<file path="config.mk">
export PLATFORM = sky130hd
export DESIGN_NAME = servo_angle_ramp
export DESIGN_NICKNAME = d
export VERILOG_FILES = /design/src/rtl/servo_angle_ramp.sv
export SDC_FILE = /design/constraint.sdc
export NUM_CORES = 1
export LEC_CHECK = 0
export CORE_UTILIZATION = 30
export CTS_CLUSTER_SIZE = 24
export DETAILED_ROUTE_END_ITERATION = 8
export PLACE_DENSITY = 0.47
export SLEW_MARGIN = 0
export SYNTH_ARGS = -nofsm -noshare
export SYNTH_HDL_FRONTEND = slang
export SYNTH_SLANG_ARGS = --single-unit
export TNS_END_PERCENT = 1
</file>
<file path="constraint.sdc">
create_clock -name clock -period 6.1 [get_ports clock]
set_input_delay 1.525 -clock clock [delete_from_list [all_inputs] [get_ports clock]]
set_output_delay 1.525 -clock clock [all_outputs]
set_load 0.03 [all_outputs]
</file>
<file path="src/rtl/servo_angle_ramp.sv">
// Servo angle ramp: accepts a target joint angle over valid/ready and slews the
// commanded angle toward it by at most STEP per PWM-frame tick. It then holds
// for SETTLE_TICKS ticks and pulses done, so downstream servo controllers never
// see a step jump. Angles are signed Q11.7 degrees.
module servo_angle_ramp #(
  parameter int                 CLK_HZ       = 50_000_000,
  parameter int                 UPDATE_HZ    = 50,
  parameter logic signed [17:0] STEP         = 18'sd256,
  parameter logic signed [17:0] ANGLE_MIN    = -18'sd11520,
  parameter logic signed [17:0] ANGLE_MAX    = 18'sd11520,
  parameter int                 SETTLE_TICKS = 5
) (
  input  logic               clock,
  input  logic               reset_n,
  input  logic               enable_in,
  input  logic               cmd_valid,
  output logic               cmd_ready,
  input  logic signed [17:0] cmd_angle,
  output logic signed [17:0] angle,
  output logic               en,
  output logic               busy,
  output logic               done
);

  localparam int TICK_DIV = CLK_HZ / UPDATE_HZ;
  localparam int TICK_W   = (TICK_DIV > 1) ? $clog2(TICK_DIV) : 1;
  localparam logic [TICK_W-1:0] TICK_LAST = TICK_W'(TICK_DIV - 1);

  localparam int SETTLE_W = $clog2(SETTLE_TICKS + 1);
  localparam logic [SETTLE_W-1:0] SETTLE_LAST = SETTLE_W'(SETTLE_TICKS - 1);

  localparam logic signed [18:0] STEP_WIDE = 19'(STEP);

  typedef enum logic [1:0] {
    IDLE,
    RAMP,
    SETTLE
  } state_t;

  state_t                 state;
  logic [TICK_W-1:0]      tick_cnt;
  logic                   tick;
  logic [SETTLE_W-1:0]    settle_cnt;
  logic signed [17:0]     target;
  logic signed [17:0]     clamped;
  logic signed [18:0]     diff;
  logic signed [18:0]     abs_diff;
  logic                   accept;

  assign tick      = (tick_cnt == TICK_LAST);
  assign cmd_ready = enable_in && (state == IDLE);
  assign accept    = cmd_valid && cmd_ready;
  assign busy      = (state != IDLE);

  // Free-running frame divider; keeps counting in every state so ticks stay aligned to PWM frames.
  always_ff @(posedge clock or negedge reset_n) begin
    if (!reset_n) begin
      tick_cnt <= '0;
    end else if (tick) begin
      tick_cnt <= '0;
    end else begin
      tick_cnt <= tick_cnt + TICK_W'(1);
    end
  end

  // Clamp the offered target and form the 19-bit distance still to travel.
  always_comb begin
    clamped = cmd_angle;
    if (cmd_angle < ANGLE_MIN) begin
      clamped = ANGLE_MIN;
    end else if (cmd_angle > ANGLE_MAX) begin
      clamped = ANGLE_MAX;
    end
    diff     = 19'(target) - 19'(angle);
    abs_diff = diff[18] ? -diff : diff;
  end

  // Motion FSM: accept a target, step once per tick until reached, hold, then pulse done.
  always_ff @(posedge clock or negedge reset_n) begin
    if (!reset_n) begin
      state      <= IDLE;
      angle      <= '0;
      en         <= 1'b0;
      done       <= 1'b0;
      target     <= '0;
      settle_cnt <= '0;
    end else begin
      done <= 1'b0;
      if (!enable_in) begin
        state <= IDLE;
        en    <= 1'b0;
      end else begin
        case (state)
          IDLE: begin
            if (accept) begin
              target     <= clamped;
              en         <= 1'b1;
              settle_cnt <= '0;
              state      <= (clamped != angle) ? RAMP : SETTLE;
            end
          end
          RAMP: begin
            if (tick) begin
              if (abs_diff <= STEP_WIDE) begin
                angle      <= target;
                settle_cnt <= '0;
                state      <= SETTLE;
              end else if (diff[18]) begin
                angle <= angle - STEP;
              end else begin
                angle <= angle + STEP;
              end
            end
          end
          SETTLE: begin
            if (tick) begin
              if (settle_cnt == SETTLE_LAST) begin
                settle_cnt <= '0;
                done       <= 1'b1;
                state      <= IDLE;
              end else begin
                settle_cnt <= settle_cnt + SETTLE_W'(1);
              end
            end
          end
          default: state <= IDLE;
        endcase
      end
    end
  end

endmodule

</file>
==> results.sh, run 1 <==
export IMPL_status="complete, no violations"
export IMPL_post_cts_resize_count=0
export IMPL_placed_cell_area_um2=5860
export IMPL_crit_type="flop to flop"
export IMPL_via_per_inst=5.32
export IMPL_die_w_um=134
export IMPL_coreArea_um2=16800
export IMPL_layout_drive_gt1_share_pct=7.29
export IMPL_end_kind="flop"
export IMPL_grt_max_degree=64
export IMPL_ys_flop_type="dfrtp_1"
export IMPL_async_reset_ff_share_pct=100
export IMPL_fill_cells=1767
export IMPL_finalSetupViolations=0
export IMPL_remaining_drc_errors=0
export IMPL_clock_sinks=63
export IMPL_die_h_um=134
export IMPL_power_frac_comb_pct=47.1
export IMPL_power_density_nw_per_um2=313
export IMPL_grt_overflow=0
export IMPL_peakVddDrop_mv=0.140
export IMPL_fin_setup_tns_ns=0
export IMPL_cts_root_buffer="clkbuf_16"
export IMPL_wl_mm=15.1
export IMPL_grt_pass1_wl_mm=24.8
export IMPL_internal_power_mw=1.14
export IMPL_ios=44
export IMPL_synthTopCellsByCount="64 x nand2_1, 63 x dfrtp_1, 55 x nor2_1"
export IMPL_timing_fmax_mhz=200
export IMPL_syn_inst=627
export IMPL_path_max_fanout=18
export IMPL_ctsHoldBuffers=0
export IMPL_ant_nets=0
export IMPL_yosysTopAreaCellShare_pct=30.3
export IMPL_drt_pre_antenna_iters=5
export IMPL_synth_largest_area_cell="dfrtp_1"
export IMPL_p_clk_share_pct=27.5
export IMPL_area_growth_pct=18.6
export IMPL_wire_per_inst_um=16.9
export IMPL_setup_ws_ns=1.10
export IMPL_synth_most_common_cell="nand2_1"
export IMPL_yosys_top_cells_area="dfrtp_1 30%, ha_1 7.2%, nand2_1 4.6%, xnor2_1 4.5%, a21oi_1 4.1%"
export IMPL_ys_warn_count=0
export IMPL_antenna_found_initial=0
export IMPL_post_cts_buffers=0
export IMPL_grt_pass1_vias=4702
export IMPL_worstMarginPinSlew_ns=0.916
export IMPL_die_area_um2=17900
export IMPL_place_gp_congestion=0.840
export IMPL_period_needed_ns=5.00
export IMPL_layout_nets=721
export IMPL_drv_slew=0
export IMPL_synth_seq_cells=63
export IMPL_initial_core_util_pct=31.0
export IMPL_final_area_um2=6170
export IMPL_multiInputGateArea_um2=3410
export IMPL_critPathRequiredTime_ns=6.38
export IMPL_syn_area_um2=5200
export IMPL_dp_hpwl_mm=11.6
export IMPL_htree_levels=3
export IMPL_avgSynthCellArea_um2=8.30
export IMPL_reg2reg_slack_ns=1.10
export IMPL_slew_headroom_pct=38.8
export IMPL_hold_class="flop to flop"
export IMPL_hold_viol=0
export IMPL_seqPwrFrac_pct=25.5
export IMPL_drv_cap=0
export IMPL_rows=47
export IMPL_clk_pin_slew_ns=0.05
export IMPL_rsz0062_at_grt="false"
export IMPL_syn_nets=681
export IMPL_ys_seq_area_share_pct=30.3
export IMPL_p_leak_nw=2.62
export IMPL_arrival_ns=5.28
export IMPL_vias=4743
export IMPL_place_ws_ns=1.15
export IMPL_cts_buffers=9
export IMPL_synth_edf_count=0
export IMPL_ys_types=77
export IMPL_gr_usage_all_layers_pct=17.8
export IMPL_clk_latency_ns=0.34
export IMPL_switching_power_uw=787
export IMPL_cts_buffer_depth=2
export IMPL_seq_area_um2=1580
export IMPL_drt_initial_drc_count=230
export IMPL_cts_tree="built"
export IMPL_fin_crit_sh_pct=82.0
export IMPL_antenna_cells=0
export IMPL_io_buffers=43
export IMPL_p_sw_share_pct=40.8
export IMPL_finalClockSkew_ns=0.00782
export IMPL_crit_path_start_kind="flop"
==> layout make-up <==
| class | count | share of cell area [%] |
|---|---|---|
| inverter | 33 | 2.03 |
| clock buffer | 10 | 3.87 |
| tap | 220 | 4.46 |
| sequential | 63 | 25.6 |
| multi-input combinational | 511 | 55.3 |
| clock inverter | 6 | 1.14 |
| timing repair buffer | 49 | 7.63 |
==> power groups by stage <==
stage	combinational, mW	clock (mW)	sequential (mW)
global placement	0.888	0	0.499
global route	1.01	0.566	0.498
CTS	0.904	0.547	0.492
detailed placement	0.899	0	0.499
finish	0.907	0.530	0.491
floorplan	0.695	0	0.485
==> worst paths after layout <==
kind,start,endpoint,cells after the start
max,angle[0],angle[17],20
min,target[0],angle[0],1
max reg2reg,angle[0],angle[17],20
min reg2reg,target[0],angle[0],1
max in group asynchronous,reset_n,target[7],2
min in group asynchronous,reset_n,target[2],2
==> registers in the layout (all words and copies together), names as in the netlist <==
signal and cells:
state 2, done 1, angle 18, settle_cnt 3
target 18, tick_cnt 20, en 1
==> critical path: stages (launching register included) <==
cell and delay, ns:
dfrtp_1 0.45, ha_1 0.20, inv_1 0.05, fa_1 0.39
a21o_1 0.21, a221o_1 0.38, a21o_1 0.23, a211o_1 0.44
clkinv_2 0.26, ha_1 0.29, a21o_1 0.15, a21oi_1 0.23
o21bai_1 0.10, a21oi_1 0.22, o21ai_0 0.18, a21o_1 0.21
a21oi_1 0.16, xnor2_1 0.10, or3_1 0.31, a211oi_1 0.24
a211o_1 0.12
==> cells by family after synthesis <==
| family | after synthesis | share of synthesized area (%) |
|---|---|---|
| fa+ha+maj | 32 | 7.98 |
| compound gates | 193 | 25.3 |
| buf+inv | 53 | 4.11 |
| simple gates | 228 | 21.3 |
| mux | 12 | 3.05 |
| flops | 63 | 30.3 |
| xor+xnor | 46 | 7.89 |
==> stage by stage <==
step	utilization [%]	power (mW)	hold WS, ns	std cells
global placement	35.0	1.39	0.465	876
finish	36.8	1.93	0.485	892
floorplan	-	1.18	0.447	627
CTS	36.8	1.94	0.488	892
global route	36.8	2.07	0.517	892
detailed placement	35.0	1.40	0.476	876
==> metal layers <==
metal  GRT usage (%)  up-vias  share of wire (%)
met1            24.1     2214                 48
met4            7.70        0                3.4
li1                -     2375                  -
met3            4.00       28                5.2
met2            27.1      126                 43
met5               0        -                  0
==> layout by cell type (no fill, tap or decap), drive strengths merged, types with 7 or more instances in the layout <==
cell type       n
a211oi          7
a21boi          7
a21o           13
a21oi          43
a31oi           8
and2            7
buf             7
clkbuf         10
clkdlybuf4s50  42
dfrtp          63
ha             30
inv            32
mux2           10
nand2          64
nand3          25
nor2           55
nor3           22
nor4            9
o21ai          45
o31ai          10
xnor2          27
xor2           19
Power figures use the tool's default switching activity.
==> inputs of run 2 (changes only) <==
- clock period: 6.1 -> 5.08 ns (I/O delays scaled with it)
==> run 2 against run 1 <==
Via count up 2.8%. Sequential power increased by 20%. Clock power grew 46%. Clock skew barely moved. Final area increased by 1.9%. Count of clock-buffer cells in the layout decreased by 1. Die area is the same. First-iteration DRC count is 16% higher. Sequential share of layout area is 0.47 points lower. Critical path depth increased by 1. Maximum frequency increased by 6.2%. Critical path type unchanged. Largest power group unchanged.
==> results.sh, run 2 (synthesis results as in run 1) <==
export IMPL_remaining_drc_errors=0
export IMPL_wl_met1_mm=7.63
export IMPL_status="complete, no violations"
export IMPL_final_area_um2=6290
export IMPL_largest_reg_flops=20
export IMPL_crit_type="flop to flop"
export IMPL_post_cts_buffers=0
export IMPL_post_cts_resize_count=0
export IMPL_clk_latency_ns=0.34
export IMPL_die_area_um2=17900
export IMPL_ant_nets=0
export IMPL_dp_hpwl_mm=11.8
export IMPL_wl_met2_mm=6.79
export IMPL_wire_per_inst_um=17.1
export IMPL_p_leak_nw=2.68
export IMPL_switching_power_uw=952
export IMPL_timing_fmax_mhz=212
export IMPL_die_w_um=134
export IMPL_top_layer="met4"
export IMPL_drv_slew=0
export IMPL_grt_overflow=0
export IMPL_reg_top3="tick_cnt x20, angle x18, target x18"
export IMPL_arrival_ns=4.99
export IMPL_fin_setup_tns_ns=0
export IMPL_path_max_fanout=8
export IMPL_placed_cells=883
export IMPL_power_frac_comb_pct=44.8
export IMPL_cts_buffer_depth=2
export IMPL_finalNonFillerCells=899
export IMPL_antenna_found_initial=0
export IMPL_hold_viol=0
export IMPL_top_register="tick_cnt"
export IMPL_grt_pass1_wl_mm=25.2
export IMPL_p_clk_share_pct=31.3
export IMPL_rsz0062_at_grt="false"
export IMPL_vias=4874
export IMPL_coreArea_um2=16800
export IMPL_cts_buffers=9
export IMPL_gr_usage_all_layers_pct=18.1
export IMPL_drt_pre_antenna_iters=5
export IMPL_power_density_nw_per_um2=393
export IMPL_seqPwrFrac_pct=23.9
export IMPL_setup_ws_ns=0.370
export IMPL_period_needed_ns=4.71
export IMPL_cts_tree="built"
export IMPL_wl_mm=15.4
export IMPL_finalClockSkew_ns=0.00779
export IMPL_hold_class="flop to flop"
export IMPL_place_gp_congestion=0.841
export IMPL_final_common_cell="nand2_1"
export IMPL_finalSetupViolations=0
export IMPL_layout_drive_gt1_share_pct=8.69
export IMPL_rows=47
export IMPL_grt_pass1_vias=4685
export IMPL_clk_pin_slew_ns=0.06
export IMPL_drv_cap=0
export IMPL_clock_sinks=63
export IMPL_grt_max_degree=50
export IMPL_io_buffers=43
export IMPL_area_growth_pct=20.9
export IMPL_ios=44
export IMPL_drt_initial_drc_count=267
export IMPL_peakVddDrop_mv=0.184
export IMPL_slew_headroom_pct=33.9
export IMPL_die_h_um=134
export IMPL_initial_core_util_pct=31.0
export IMPL_final_cell_mix="64 x nand2_1, 62 x dfrtp_1, 55 x nor2_1"
export IMPL_via_per_inst=5.42
export IMPL_dr_wl_met3_um=806
export IMPL_ctsHoldBuffers=0
export IMPL_critPathRequiredTime_ns=5.36
export IMPL_layout_nets=728
export IMPL_crit_path_start_kind="flop"
export IMPL_p_sw_share_pct=38.6
export IMPL_placed_cell_area_um2=5910
export IMPL_place_ws_ns=0.282
export IMPL_cts_root_buffer="clkbuf_16"
export IMPL_fin_crit_sh_pct=92.7
export IMPL_htree_levels=3
export IMPL_timing_hold_ws_ns=0.486
export IMPL_antenna_cells=0
export IMPL_worstMarginPinSlew_ns=0.988
export IMPL_end_kind="flop"
export IMPL_internal_power_mw=1.52
==> run 2: changes by cell type in the layout (fill, tap and decap cells not counted), sizes merged <==
| cell | change |
|---|---|
| buf | +7 |
| bufinv | +3 |
| clkinv | -3 |
| clkbuf | -1 |
| clkinvlp | +1 |
==> run 2: metrics by stage <==
| stage | power [mW] | utilization, % |
|---|---|---|
| CTS | 2.48 | 37.5 |
| floorplan | 1.42 | - |
| global route | 2.64 | 37.5 |
| finish | 2.47 | 37.5 |
| global placement | 1.68 | 35.3 |
| detailed placement | 1.69 | 35.3 |
==> run 2: layer usage <==
| layer | global-route usage (%) | vias to the layer above |
|---|---|---|
| met3 | 4.95 | 13 |
| met2 | 27.2 | 109 |
| met4 | 4.36 | 0 |
| met5 | 0 | - |
| met1 | 25.5 | 2350 |
| li1 | - | 2402 |
==> run 2: power by group through the flow <==
stage	clock, mW	sequential, mW	combinational (mW)
after floorplan	0	0.582	0.834
after CTS	0.789	0.592	1.10
final	0.774	0.590	1.10
after global placement	0	0.600	1.08
after global routing	0.813	0.597	1.23
after detailed placement	0	0.600	1.09
==> run 2: area by class of cell <==
cell class | count | area (µm²)
clock inverter | 7 | 145
sequential | 63 | 1580
clock buffer | 9 | 225
multi-input combinational | 511 | 3420
tap | 220 | 275
fill | 1736 | 10500
timing repair buffer | 56 | 523
inverter | 33 | 125
==> run 2: critical path, stage by stage, from the launching register on <==
cell and delay, ns:
dfrtp_1 0.37, inv_1 0.08, ha_1 0.15, inv_1 0.05, fa_1 0.40, a21o_1 0.22
a221o_1 0.38, a21o_1 0.22, a211o_2 0.43, clkinv_2 0.15, ha_1 0.25, a21o_1 0.16
a21oi_1 0.22, o21bai_1 0.11, a21oi_2 0.17, o21ai_0 0.17, a21o_1 0.20, a21oi_1 0.16
xnor2_1 0.09, or3_1 0.30, a211oi_1 0.24, a211o_1 0.13
==> run 2: worst paths after layout <==
kind,startpoint,endpoint,slack (ns),cells after the start
min,target[0],angle[0],0.49,1
max,target[0],angle[17],0.37,21
max in group asynchronous,reset_n,tick_cnt[16],3.28,2
min reg2reg,target[0],angle[0],0.49,1
max reg2reg,target[0],angle[17],0.37,21
min in group asynchronous,reset_n,target[2],0.83,1
==> inputs of run 3 (changes only) <==
- ABC_AREA: not set -> 0
- CORE_UTILIZATION: 30 -> 59
- PLACE_DENSITY: 0.47 -> 0.81
==> run 3 against run 2 <==
Final area decreased by 4.9%. Die area down 49%. Wire length shrank 11%. Non-clock buffer count shrank 5. Combinational power about the same. Register-to-register slack got worse by 0.04 ns. Worst hold slack lost 0.0082 ns. Final cell count down 13%. Sequential share of layout area up 1.3 points. Largest power group unchanged. Highest routed layer unchanged.
==> results.sh, run 3 (synthesis results as in run 1) <==
export IMPL_place_ws_ns=0.344
export IMPL_layout_nets=723
export IMPL_via_per_inst=6.36
export IMPL_crit_path_start_kind="flop"
export IMPL_cts_tree="built"
export IMPL_min_to="tick_cnt[0]"
export IMPL_remaining_drc_errors=0
export IMPL_wl_mm=13.8
export IMPL_critPathMaxStageDelay_ns=0.43
export IMPL_r2r_end="angle[17]"
export IMPL_grt_max_degree=57
export IMPL_drv_slew=0
export IMPL_end_kind="flop"
export IMPL_top_register="tick_cnt"
export IMPL_clock_sinks=63
export IMPL_cts_root_buffer="clkbuf_8"
export IMPL_rows=33
export IMPL_hold_class="flop to flop"
export IMPL_post_cts_buffers=0
export IMPL_grt_overflow=0
export IMPL_ant_nets=0
export IMPL_clk_pin_slew_ns=0.08
export IMPL_min_path_cells=1
export IMPL_timing_fmax_mhz=210
export IMPL_r2r_start="target[0]"
export IMPL_grt_pass1_vias=4727
export IMPL_die_area_um2=9200
export IMPL_path_cells="inv_1 -> ha_1 -> inv_1 -> fa_1 -> a21o_1 -> a221o_1 -> a21o_1 -> a211o_2 -> clkinv_2 -> ha_1 -> a21o_1 -> a21oi_1 -> o21bai_1 -> a21oi_1 -> o21ai_0 -> a21o_1 -> a21oi_1 -> xnor2_1 -> or3_1 -> a211oi_1 -> a211o_1"
export IMPL_drt_pre_antenna_iters=6
export IMPL_coreArea_um2=8380
export IMPL_wl_met1_mm=6.02
export IMPL_vias=4952
export IMPL_initial_core_util_pct=62.1
export IMPL_wl_met2_mm=6.58
export IMPL_p_leak_nw=2.60
export IMPL_rsz0062_at_grt="false"
export IMPL_fin_setup_tns_ns=0
export IMPL_clk_latency_ns=0.34
export IMPL_ios=44
export IMPL_cts_buffers=9
export IMPL_crit_top_cell="a21o_1"
export IMPL_finalSetupViolations=0
export IMPL_peakVddDrop_mv=0.195
export IMPL_critPathRequiredTime_ns=5.36
export IMPL_die_w_um=95.9
export IMPL_grt_pass1_wl_mm=22.8
export IMPL_reg2reg_slack_ns=0.33
export IMPL_hold_viol=0
export IMPL_htree_levels=3
export IMPL_ctsHoldBuffers=0
export IMPL_power_density_nw_per_um2=374
export IMPL_final_cell_mix="64 x nand2_1, 62 x dfrtp_1, 55 x nor2_1"
export IMPL_dr_wl_met3_um=853
export IMPL_setup_ws_ns=0.326
export IMPL_seq_area_um2=1580
export IMPL_fin_crit_sh_pct=93.6
export IMPL_final_common_cell="nand2_1"
export IMPL_worstMarginPinSlew_ns=0.945
export IMPL_layout_drive_gt1_share_pct=7.86
export IMPL_place_gp_congestion=0.893
export IMPL_rr_worst_depth=21
export IMPL_area_growth_pct=15.0
export IMPL_antenna_cells=0
export IMPL_status="complete, no violations"
export IMPL_period_needed_ns=4.75
export IMPL_gr_usage_all_layers_pct=31.9
export IMPL_top_layer="met4"
export IMPL_largest_reg_flops=20
export IMPL_cts_buffer_depth=2
export IMPL_drv_cap=0
export IMPL_die_h_um=95.9
export IMPL_hp_start="tick_cnt[0]"
export IMPL_post_cts_resize_count=0
export IMPL_slew_headroom_pct=36.9
export IMPL_path_max_fanout=7
export IMPL_wire_per_inst_um=17.7
export IMPL_cp_slowest_cell="a211o_2"
export IMPL_arrival_ns=5.03
export IMPL_timing_hold_ws_ns=0.478
export IMPL_reg_top3="tick_cnt x20, angle x18, target x18"
export IMPL_finalClockSkew_ns=0.00841
export IMPL_multiInputGateArea_um2=3410
export IMPL_fill_cells=646
export IMPL_antenna_found_initial=0
export IMPL_drt_initial_drc_count=307
export IMPL_dp_hpwl_mm=10.3
export IMPL_io_buffers=43
export IMPL_crit_type="flop to flop"
[run 3: critical path: cells and delay by family (launching register included)]
family                   cells  cell delay [ns]
AO/OA/AOI/OAI               13             2.86
XOR/XNOR                     1             0.10
adder cells (fa/ha/maj)      3             0.79
buffers and inverters        3             0.26
flip-flops                   1             0.38
AND/OR/NAND/NOR              1             0.30
[run 3: area by class of cell]
cell class / count / area share (%)
inverter: 33 / 2.09
timing repair buffer: 51 / 8.12
sequential: 63 / 26.4
clock inverter: 7 / 2.09
tap: 105 / 2.20
multi-input combinational: 511 / 57.1
clock buffer: 9 / 2.07
[run 3: report_power, final]
group	total (mW)	switching [mW]	internal, mW
registers	0.589	0.0443	0.544
clock network	0.553	0.220	0.333
logic	1.10	0.663	0.435
[run 3: worst max path at each step]
stage                     slack (ns)  depth (start not counted)      start         to
after floorplan                 0.42                         20   angle[0]  angle[17]
after global placement          0.47                         20   angle[0]  angle[17]
after detailed placement        0.34                         20   angle[0]  angle[17]
after CTS                       0.30                         20   angle[0]  angle[17]
after global routing            0.01                         21  target[0]  angle[17]
final                           0.33                         21  target[0]  angle[17]
[run 3: layer usage]
metal	vias to the layer above	global-route usage, %
met2	194	53.6
li1	2386	-
met5	-	0
met3	32	5.61
met4	0	9.20
met1	2340	41.9
[run 3: metrics by stage]
step | area (µm²) | std cells | power [mW] | utilization [%]
2_1_floorplan | 5200 | 627 | 1.42 | -
3_3_place_gp | 5730 | 763 | 1.63 | 68.4
3_5_place_dp | 5730 | 763 | 1.66 | 68.4
4_1_cts | 5980 | 779 | 2.22 | 71.3
5_1_grt | 5980 | 779 | 2.39 | 71.4
6_report | 5980 | 779 | 2.24 | 71.4
